[src/rtl/cache_ctrl_pkg.sv]
// cache_ctrl_pkg
//   Shared definitions for the data-cache sequencer and the cache array:
//   controller state encoding, data-memory base address and the cache
//   address split (tag / index / offset).
package cache_ctrl_pkg;

  localparam int unsigned BASE_ADDR = 1024;

  localparam int unsigned TAG_W    = 10;
  localparam int unsigned INDEX_W  = 6;
  localparam int unsigned OFFSET_W = 3;
  localparam int unsigned CACHE_AW = TAG_W + INDEX_W + OFFSET_W;

  typedef enum logic [1:0] {
    IDLE    = 2'd0,
    RD_MISS = 2'd1,
    WRITE   = 2'd2
  } state_e;

endpackage

[src/rtl/cache_controller.sv]
// cache_controller
//   Sequencer between the MEM stage and the SRAM controller for the 2-way
//   data cache. Read hits are answered from the cache with no stall; read
//   misses fetch a 64-bit block from SRAM, fill it into the cache and return
//   the requested word in the same cycle. Stores write through to SRAM and
//   invalidate any matching cache line (no allocate on store).
//
// Ports
//   clk, rst          clock, asynchronous active-low reset
//   address, wdata    CPU byte address / store data
//   mem_r_en/mem_w_en CPU load / store request (level, held until ready)
//   rdata, ready      load result / transaction complete (0 stalls pipeline)
//   sram_*            SRAM controller request side; sram_rdata/sram_ready in
//   cache_address     (address - BASE_ADDR) truncated to CACHE_AW bits
//   cache_read_en     lookup + LRU update on a read hit
//   cache_write_en    block fill pulse, cache_fill_data = sram_rdata
//   cache_invoke      invalidate matching line (store)
//   cache_rdata/hit   cache array lookup result
module cache_controller #(
  parameter int unsigned BASE_ADDR = cache_ctrl_pkg::BASE_ADDR,
  parameter int unsigned CACHE_AW  = cache_ctrl_pkg::CACHE_AW
) (
  input  logic                clk,
  input  logic                rst,
  input  logic [31:0]         address,
  input  logic [31:0]         wdata,
  input  logic                mem_r_en,
  input  logic                mem_w_en,
  output logic [31:0]         rdata,
  output logic                ready,
  output logic [31:0]         sram_address,
  output logic [31:0]         sram_wdata,
  output logic                sram_r_en,
  output logic                sram_w_en,
  input  logic [63:0]         sram_rdata,
  input  logic                sram_ready,
  output logic [CACHE_AW-1:0] cache_address,
  output logic                cache_read_en,
  output logic                cache_write_en,
  output logic [63:0]         cache_fill_data,
  output logic                cache_invoke,
  input  logic [31:0]         cache_rdata,
  input  logic                cache_hit
);

  import cache_ctrl_pkg::*;

  state_e state_q, state_d;

  always_ff @(posedge clk or negedge rst) begin
    if (!rst) begin
      state_q <= IDLE;
    end else begin
      state_q <= state_d;
    end
  end

  // Outputs are combinational from state and the handshake inputs so that
  // hits cost no stall and fills return data in the sram_ready cycle.
  always_comb begin
    state_d         = state_q;
    ready           = 1'b1;
    rdata           = '0;
    sram_address    = '0;
    sram_wdata      = '0;
    sram_r_en       = 1'b0;
    sram_w_en       = 1'b0;
    cache_read_en   = 1'b0;
    cache_write_en  = 1'b0;
    cache_invoke    = 1'b0;
    cache_address   = CACHE_AW'(address - BASE_ADDR);
    cache_fill_data = sram_rdata;

    unique case (state_q)
      IDLE: begin
        // Store has priority when both enables are set.
        if (mem_w_en) begin
          cache_invoke = 1'b1;
          sram_w_en    = 1'b1;
          sram_address = address;
          sram_wdata   = wdata;
          ready        = 1'b0;
          state_d      = WRITE;
        end else if (mem_r_en) begin
          if (cache_hit) begin
            cache_read_en = 1'b1;
            rdata         = cache_rdata;
          end else begin
            sram_r_en    = 1'b1;
            sram_address = address & ~32'h7;
            ready        = 1'b0;
            state_d      = RD_MISS;
          end
        end
      end

      // Does not look at mem_r_en: a dropped request still completes and fills.
      RD_MISS: begin
        sram_r_en    = 1'b1;
        sram_address = address & ~32'h7;
        if (sram_ready) begin
          cache_write_en = 1'b1;
          rdata          = address[2] ? sram_rdata[63:32] : sram_rdata[31:0];
          state_d        = IDLE;
        end else begin
          ready = 1'b0;
        end
      end

      WRITE: begin
        sram_w_en    = 1'b1;
        sram_address = address;
        sram_wdata   = wdata;
        if (sram_ready) begin
          state_d = IDLE;
        end else begin
          ready = 1'b0;
        end
      end

      default: begin
        state_d = IDLE;
      end
    endcase

    // Reset forces the idle output set immediately, independent of the clock.
    if (!rst) begin
      state_d        = IDLE;
      ready          = 1'b1;
      rdata          = '0;
      sram_address   = '0;
      sram_wdata     = '0;
      sram_r_en      = 1'b0;
      sram_w_en      = 1'b0;
      cache_read_en  = 1'b0;
      cache_write_en = 1'b0;
      cache_invoke   = 1'b0;
    end
  end

endmodule

[config.mk]
export PLATFORM = sky130hd
export DESIGN_NAME = cache_controller
export DESIGN_NICKNAME = d
export VERILOG_FILES = /design/src/rtl/cache_ctrl_pkg.sv /design/src/rtl/cache_controller.sv
export SDC_FILE = /design/constraint.sdc
export NUM_CORES = 1
export LEC_CHECK = 0
export BUFFER_PORTS_ARGS = -buffer_cell sky130_fd_sc_hd__buf_2
export CAP_MARGIN = 20
export CELL_PAD_IN_SITES_DETAIL_PLACEMENT = 1
export CELL_PAD_IN_SITES_GLOBAL_PLACEMENT = 1
export CORE_AREA = 2 2 136 138
export CTS_CLUSTER_SIZE = 24
export DETAILED_ROUTE_END_ITERATION = 12
export DIE_AREA = 0 0 138 140
export GPL_ROUTABILITY_DRIVEN = 1
export PLACE_DENSITY_LB_ADDON = 0.12
export SLEW_MARGIN = 20
export SYNTH_ARGS = -nofsm -noshare
export SYNTH_HDL_FRONTEND = slang
export SYNTH_SLANG_ARGS = --single-unit
[constraint.sdc]
create_clock -name clk -period 4.3 [get_ports clk]
set_clock_uncertainty 0.2 [all_clocks]
set_input_delay 0.43 -clock clk [delete_from_list [all_inputs] [get_ports clk]]
set_output_delay 0.43 -clock clk [all_outputs]
set_load 0.02 [all_outputs]
---- Yosys cells after proc, flatten, opt, wreduce, memory -nomap -nowiden ----
Cells that the tools add are included.
W data, S select, Z words.
word-level totals
  bits in registers ....................... 2
  input port bits ......................... 166
  output and inout bits ................... 185
operators by class
  add/subtract/negate cells ............... 1
  eq/ne operators ......................... 5
  mux-type cells .......................... 43
  reductions and logical operators ........ 3
operators by type and width
  kind                      number
  $mux W32                  12
  $pmux W32 S2              2
  $pmux W32 S3              1
  $mux W1                   19
  $sub A19 B11 Y19 const B  1
  $mux W2                   5
  $ne A4 B4 Y1 const B      2
  $pmux W1 S2               3
  $pmux W2 S2               1
  $ne A3 B2 Y1 const B      1
  $reduce_and A3 Y1         1
  $eq A2 B1 Y1 const B      1
  $eq A2 B2 Y1 const B      1
  $logic_not A2 Y1          1
  $reduce_or A2 Y1          1

---- Depth between registers and ports, before layout ----
Gate-level depths: netlist of the first run.
  depth in word-level cells ............... 5
  depth in mapped cells ................... 7
  gate-level depth less buffers ........... 5

---- Least setup slack after synthesis of the first run ----
OpenSTA, ideal clock, no wires.
  path kind ............................... register -> output
  from .................................... register state_q[1]
  to ...................................... output port sram_address[10]
  arrival time ............................ 1,565 ps
  setup slack ............................. 2,105 ps
  stages on the path, launching flop included .. 6
  path buffers ............................ 1
  cell sequence ........................... dfrtp_1 -> inv_1 -> ha_1 -> o21ai_1 -> buf_2 -> a211oi_1
on the way
  word-level cells in the longest chain between the ends .. 3
ends and longest elaborated chain
  item                                        RTL line                 RTL
  start, declared                             cache_controller.sv:48   state_e state_q, state_d;
  start signal, assigned                      cache_controller.sv:54   state_q <= state_d;
  $eq A2 B2 Y1, or another cell as far along  cache_controller.sv:74   unique case (state_q)
  $pmux W32 S3 *                              cache_controller.sv:74
  $mux W32 *                                  cache_controller.sv:127  if (!rst) begin
  end, declared                               cache_controller.sv:31   output logic [31:0] sram_address,
Every way passes the cells marked *; elsewhere a longest branch is shown, timed or not.

---- Worst setup path after layout of the first run ----
  from .................................... register state_q[1]
  to ...................................... output port rdata[0]
on the way
  word-level cells in the longest chain between the ends .. 3
ends and longest elaborated chain
  item                                              RTL line                 RTL
  $eq A2 B1 Y1 or $logic_not A2 Y1 (tied branches)  cache_controller.sv:74
  $pmux W32 S2 *                                    cache_controller.sv:74
  $mux W32 *                                        cache_controller.sv:127
  end, declared                                     cache_controller.sv:29   output logic [31:0] rdata,
Marked as above.

==> results.sh, run 1 <==
export IMPL_multiInputGateArea_sq_mm=0.00178
export IMPL_start_util=0.146
export IMPL_layout_drive_gt1_share=0.752
export IMPL_post_place_ws_ps=1240
export IMPL_nFillCells=2253
export IMPL_syn_area_per_cell_sq_um=7.52
export IMPL_drv_cap=0
export IMPL_fp_coreArea_sq_mm=0.0178
export IMPL_clock_sinks=2
export IMPL_power_density_mw_per_mm2=173
export IMPL_io_pins=351
export IMPL_min_path_type="input port to flop"
export IMPL_rsz0062_at_grt="false"
export IMPL_ant_nets=0
export IMPL_cts_hold_buf=1
export IMPL_antenna_found_initial=1
export IMPL_gr_usage_all_layers=0.113
export IMPL_yosysUniqueCellTypes=34
export IMPL_status="finished clean"
export IMPL_grt_pass1_vias=3389
export IMPL_busiest_layer="met2"
export IMPL_power_uw=692
export IMPL_path_class="flop to output port"
export IMPL_finalSetupViolCount=0
export IMPL_ys_seq_area_frac=0.0192
export IMPL_yosys_warnings=0
export IMPL_synth_top_cell_by_area="buf_4"
export IMPL_fin_crit_ps=3270
export IMPL_htree_levels=1
export IMPL_routabilityCongestion=0.814
export IMPL_synth_area_leaders="buf_4 (23%), a22oi_2 (14%), mux2_2 (14%)"
export IMPL_drt_pass1_iter_count=4
export IMPL_timing_fmax_ghz=0.306
export IMPL_cts_buffer_depth=2
export IMPL_netlist_area_leader_share=0.231
export IMPL_cts_tree="built"
export IMPL_critPathCaptureType="output port"
export IMPL_regArea_sq_um=50.0
export IMPL_synthArstFlopShare=1.00
export IMPL_met3_usage=0.0243
export IMPL_dieArea_sq_mm=0.0193
export IMPL_rows=49
export IMPL_cts_root_buffer="clkbuf_16"
export IMPL_final_area_sq_mm=0.00399
export IMPL_wl_per_cell_microns=14.6
export IMPL_cp_arrival_ps=2640
export IMPL_syn_to_final_growth_pct=53.3
export IMPL_tns_ps=0
export IMPL_synth_edf_count=0
export IMPL_cp_required_ps=3670
export IMPL_synthCells=346
export IMPL_top_regs="state_q: 2 flops"
export IMPL_layout_nets=773
export IMPL_syn_nets=517
export IMPL_dieWidth_microns=138
export IMPL_fp_dieH_microns=140
export IMPL_clk_latency_ps=220
export IMPL_finalCritPeriodShare=0.761
export IMPL_initialDrtViolationCount=67
export IMPL_post_cts_resized=0
export IMPL_slew_violations=0
export IMPL_grt_pass1_wl_mm=18.1
export IMPL_netlist_area_sq_mm=0.00260
export IMPL_grt_overflow=0
export IMPL_drc_errors=0
export IMPL_synth_ff_type="dfrtp_1"
export IMPL_dpl_cell_area_sq_mm=0.00388
export IMPL_largest_register="state_q"
export IMPL_largest_register_ffs=2
export IMPL_leakage_uw=0.00218
export IMPL_post_cts_buffers=0
export IMPL_path_max_fanout=33
export IMPL_dp_hpwl_mm=10.3
export IMPL_worstSetupStartpointType="flop"
export IMPL_cts_buffers=3
export IMPL_via_per_inst=3.98
export IMPL_via_count=3306
export IMPL_ys_seq_elements=2
export IMPL_relSlewSlack=0.341
export IMPL_finalHoldViolCount=0
export IMPL_grt_max_degree=35
export IMPL_vdd_drop_max_mv=0.0809
export IMPL_clk_pin_slew_worst_paths_ps=30
export IMPL_portBuffers=350
export IMPL_grtUsageMet1=0.115
export IMPL_rrSetupSlack_ps=2720
export IMPL_setup_slack_ps=1030
export IMPL_routed_wl_mm=12.1
export IMPL_worstMarginPinSlew_ps=989
export IMPL_use_met2=0.236
worst paths after layout:
path	from	to	depth (start not counted)
worst max-delay path	state_q[1]$_DFFE_PN0P_	rdata[0]	6
worst min-delay path	mem_w_en	state_q[1]$_DFFE_PN0P_	3
worst max register to register	state_q[0]$_DFFE_PN0P_	state_q[0]$_DFFE_PN0P_	5
worst min register to register	state_q[0]$_DFFE_PN0P_	state_q[0]$_DFFE_PN0P_	2
max in group asynchronous	rst	state_q[0]$_DFFE_PN0P_	2
min in group asynchronous	rst	state_q[1]$_DFFE_PN0P_	2
metrics by stage:
stage                     std cells  hold WS (ps)   util
after floorplan                 346         -65.6      -
after global placement          825          96.1  0.219
after detailed placement        825          98.5  0.219
after CTS                       829           336  0.223
after global routing            830           378  0.224
final                           830           351  0.224
layer usage:
| layer | routed length, microns | up-vias |
|---|---|---|
| met5 | 0 | - |
| met4 | 123 | 0 |
| met3 | 987 | 9 |
| met2 | 6700 | 200 |
| li1 | - | 1601 |
| met1 | 4270 | 1496 |
synth_stat cells, types with 2 or more instances:
library cell / instances
buf_4: 80
and2_1: 37
mux2_2: 32
nand2_1: 31
a21oi_1: 30
nor2_2: 30
a22oi_2: 29
nor2_1: 9
buf_2: 8
buf_6: 6
inv_1: 6
ha_1: 5
xnor2_1: 4
a22oi_1: 3
buf_12: 3
nand2b_1: 3
nand3_1: 3
xor2_1: 3
a211oi_1: 2
and2b_1: 2
and3_1: 2
clkbuf_2: 2
dfrtp_1: 2
nor2b_1: 2
nor3_1: 2
o21ai_1: 2
report_power, final:
group | switching (uW) | internal (uW) | leakage, uW
logic | 330 | 197 | 0.00211
registers | 2.04 | 20.6 | 0.0000268
clock network | 23.8 | 119 | 0.0000370
total | 355 | 337 | 0.00218
cell families (layout without fill, tap and decap cells):
| family | after synthesis | after routing | share of synthesized area |
|---|---|---|---|
| AND/OR/NAND/NOR | 124 | 124 | 0.261 |
| adder cells (fa/ha/maj) | 5 | 5 | 0.0240 |
| flip-flops | 2 | 2 | 0.0192 |
| AO/OA/AOI/OAI | 69 | 69 | 0.224 |
| multiplexers | 32 | 32 | 0.138 |
| XOR/XNOR | 7 | 7 | 0.0236 |
| other | 0 | 1 | 0 |
| buffers and inverters | 107 | 361 | 0.311 |
final cells by class:
cell class | instances | area share
antenna | 1 | 0.000627
clock buffer | 3 | 0.0188
inverter | 6 | 0.00564
multi-input combinational | 237 | 0.447
sequential | 2 | 0.0125
tap | 229 | 0.0718
timing repair buffer | 352 | 0.443
critical path, stage by stage (launching register included):
cell and delay [ps]:
dfrtp_1 410, inv_1 100, ha_1 360, and4b_2 940, a22oi_1 220, nor2_1 160
buf_2 180
cell usage in the layout, fill, tap and decap left out, types with 2 or more instances in the layout:
| master | Yosys | layout |
|---|---|---|
| xor2_1 | 3 | 3 |
| dfrtp_1 | 2 | 2 |
| nor2_1 | 9 | 8 |
| mux2_2 | 32 | 32 |
| a22oi_2 | 29 | 29 |
| and2b_1 | 2 | 2 |
| and2_1 | 37 | 36 |
| inv_1 | 6 | 6 |
| and3_1 | 2 | 2 |
| nand2b_1 | 3 | 3 |
| ha_1 | 5 | 5 |
| clkbuf_16 | 0 | 3 |
| xnor2_1 | 4 | 4 |
| a211oi_1 | 2 | 2 |
| a22oi_1 | 3 | 3 |
| nand3_1 | 3 | 3 |
| nand2_1 | 31 | 31 |
| nor3_1 | 2 | 2 |
| nor2_2 | 30 | 30 |
| a21oi_1 | 30 | 30 |
| o21ai_4 | 0 | 2 |
| buf_2 | 8 | 350 |
(Power assumes the default switching activity.)
==> run 2: changes to the inputs <==
CORE_AREA = 2 2 135 137   (was 2 2 136 138)
DIE_AREA = 0 0 137 139   (was 0 0 138 140)
clock period = 2.8 ns   (was 4.3 ns; I/O delays follow)
==> run 2 against run 1 <==
Net effect:
- die area decreased by 1.4%
- design area rose by 1.9%
- register-to-register slack got worse by 1500 ps
- sequential share of layout area barely moved
- sequential power rose by 54%
- count of clock-buffer cells in the layout unchanged
- worst hold slack worse by 140 ps
==> results.sh, run 2 (synthesis results as in run 1) <==
export IMPL_finalHoldViolCount=0
export IMPL_via_per_inst=3.98
export IMPL_routabilityCongestion=0.790
export IMPL_drv_cap=0
export IMPL_place_inst=836
export IMPL_switching_share=0.506
export IMPL_cts_root_buffer="clkbuf_16"
export IMPL_slowest_delay_ps=410
export IMPL_slew_violations=0
export IMPL_final_area_sq_mm=0.00407
export IMPL_crit_chain="inv_1 > ha_1 > and4b_2 > buf_12 > a22oi_1 > nor2_1 > buf_2"
export IMPL_dpl_cell_area_sq_mm=0.00398
export IMPL_status="finished clean"
export IMPL_post_place_ws_ps=489
export IMPL_initialDrtViolationCount=66
export IMPL_grt_overflow=0
export IMPL_cts_buffers=3
export IMPL_clk_pin_slew_worst_paths_ps=30
export IMPL_setup_slack_ps=265
export IMPL_ant_nets=0
export IMPL_io_pins=351
export IMPL_worstSetupStartpointType="flop"
export IMPL_syn_to_final_growth_pct=56.2
export IMPL_start_util=0.147
export IMPL_power_density_mw_per_mm2=265
export IMPL_slowest_stage="dfrtp_1"
export IMPL_regArea_sq_um=50.0
export IMPL_clock_sinks=2
export IMPL_portBuffers=350
export IMPL_antenna_found_initial=0
export IMPL_grt_max_degree=35
export IMPL_wl_per_cell_microns=14.9
export IMPL_cts_tree="built"
export IMPL_min_path_type="input port to flop"
export IMPL_dieWidth_microns=137
export IMPL_relSlewSlack=0.686
export IMPL_whs_path_depth=3
export IMPL_worstRegToRegCells=5
export IMPL_final_common_cell="buf_2"
export IMPL_final_cell_mix="buf_2 (350), and2_1 (36), mux2_2 (32)"
export IMPL_finalSetupViolCount=0
export IMPL_rsz0062_at_grt="false"
export IMPL_path_max_fanout=33
export IMPL_nFillCells=2273
export IMPL_top_regs="state_q: 2 flops"
export IMPL_via_count=3346
export IMPL_vdd_drop_max_mv=0.110
export IMPL_fp_coreArea_sq_mm=0.0177
export IMPL_worstMarginPinSlew_ps=466
export IMPL_critPathCaptureType="output port"
export IMPL_grt_pass1_vias=3508
export IMPL_cp_arrival_ps=2060
export IMPL_largest_register_ffs=2
export IMPL_combPwrFrac=0.770
export IMPL_largest_register="state_q"
export IMPL_dieArea_sq_mm=0.0190
export IMPL_drc_errors=0
export IMPL_routed_wl_mm=12.5
export IMPL_layout_nets=784
export IMPL_layout_drive_gt1_share=0.756
export IMPL_multiInputGateArea_sq_mm=0.00177
export IMPL_cts_buffer_depth=2
export IMPL_tns_ps=0
export IMPL_p_seq_frac=0.032
export IMPL_post_cts_resized=0
export IMPL_whs_ps=211
export IMPL_cp_required_ps=2320
export IMPL_antennaDiodeCount=0
export IMPL_clk_latency_ps=220
export IMPL_switchingPower_uw=544
export IMPL_fp_dieH_microns=139
export IMPL_rows=49
export IMPL_grt_pass1_wl_mm=18.4
export IMPL_finalCritPeriodShare=0.905
export IMPL_leakage_uw=0.00223
export IMPL_fin_cells=840
export IMPL_path_class="flop to output port"
export IMPL_htree_levels=1
export IMPL_clkPwrFrac=0.198
export IMPL_gr_usage_all_layers=0.120
export IMPL_intPower_uw=532
export IMPL_timing_fmax_ghz=0.394
export IMPL_fin_crit_ps=2540
export IMPL_drt_pass1_iter_count=4
export IMPL_dp_hpwl_mm=10.7
[run 2: cell count changes in the layout (fill, tap and decap cells not counted), sizes merged]
cell / delta
buf: +11
diode: -1
[run 2: per-layer routing]
metal,share of wire,vias to the layer above,GRT usage
met5,0,-,0
met1,0.35,1524,0.122
met4,0.0036,0,0.0130
met3,0.094,4,0.0230
li1,-,1625,-
met2,0.56,193,0.251
[run 2: path summary, 6_finish.rpt]
path | startpoint | to | slack [ps]
max | state_q[1]$_DFFE_PN0P_ | rdata[0] | 260
min reg2reg | state_q[0]$_DFFE_PN0P_ | state_q[0]$_DFFE_PN0P_ | 390
min | mem_w_en | state_q[1]$_DFFE_PN0P_ | 210
max reg2reg | state_q[1]$_DFFE_PN0P_ | state_q[0]$_DFFE_PN0P_ | 1190
max in group asynchronous | rst | state_q[0]$_DFFE_PN0P_ | 1950
min in group asynchronous | rst | state_q[1]$_DFFE_PN0P_ | 270
[run 2: cell type report]
class	count	share of cell area
clock buffer	3	0.0185
inverter	6	0.00554
multi-input combinational	237	0.435
sequential	2	0.0123
tap	229	0.0705
timing repair buffer	363	0.459
[run 2: critical path: cells and delay by family, from the launching register on]
kind | cells | cell delay, ps
buffers and inverters | 3 | 520
AOI/OAI and AO/OA | 1 | 130
and+or+nand+nor | 2 | 400
adders and majority gates | 1 | 350
DFF | 1 | 410
[run 2: metrics by stage]
stage               power [uW]  utilization
finish                    1080        0.230
global route              1160        0.230
CTS                       1100        0.230
detailed placement         880        0.225
global placement           873        0.225
floorplan                  609            -
[run 2: power by group through the flow]
stage	logic [uW]	registers, uW	clock network (uW)
after floorplan	574	34.5	0
after global placement	839	34.9	0
after detailed placement	845	35.3	0
after CTS	848	35.1	217
after global routing	904	35.9	220
final	829	34.9	213
[run 2: repair_timing]
item | 4_1_cts | 5_1_grt
endpoints found under the hold margin | 2 | 0
buffers inserted | 0 | 0
hold buffers | 1 | 0
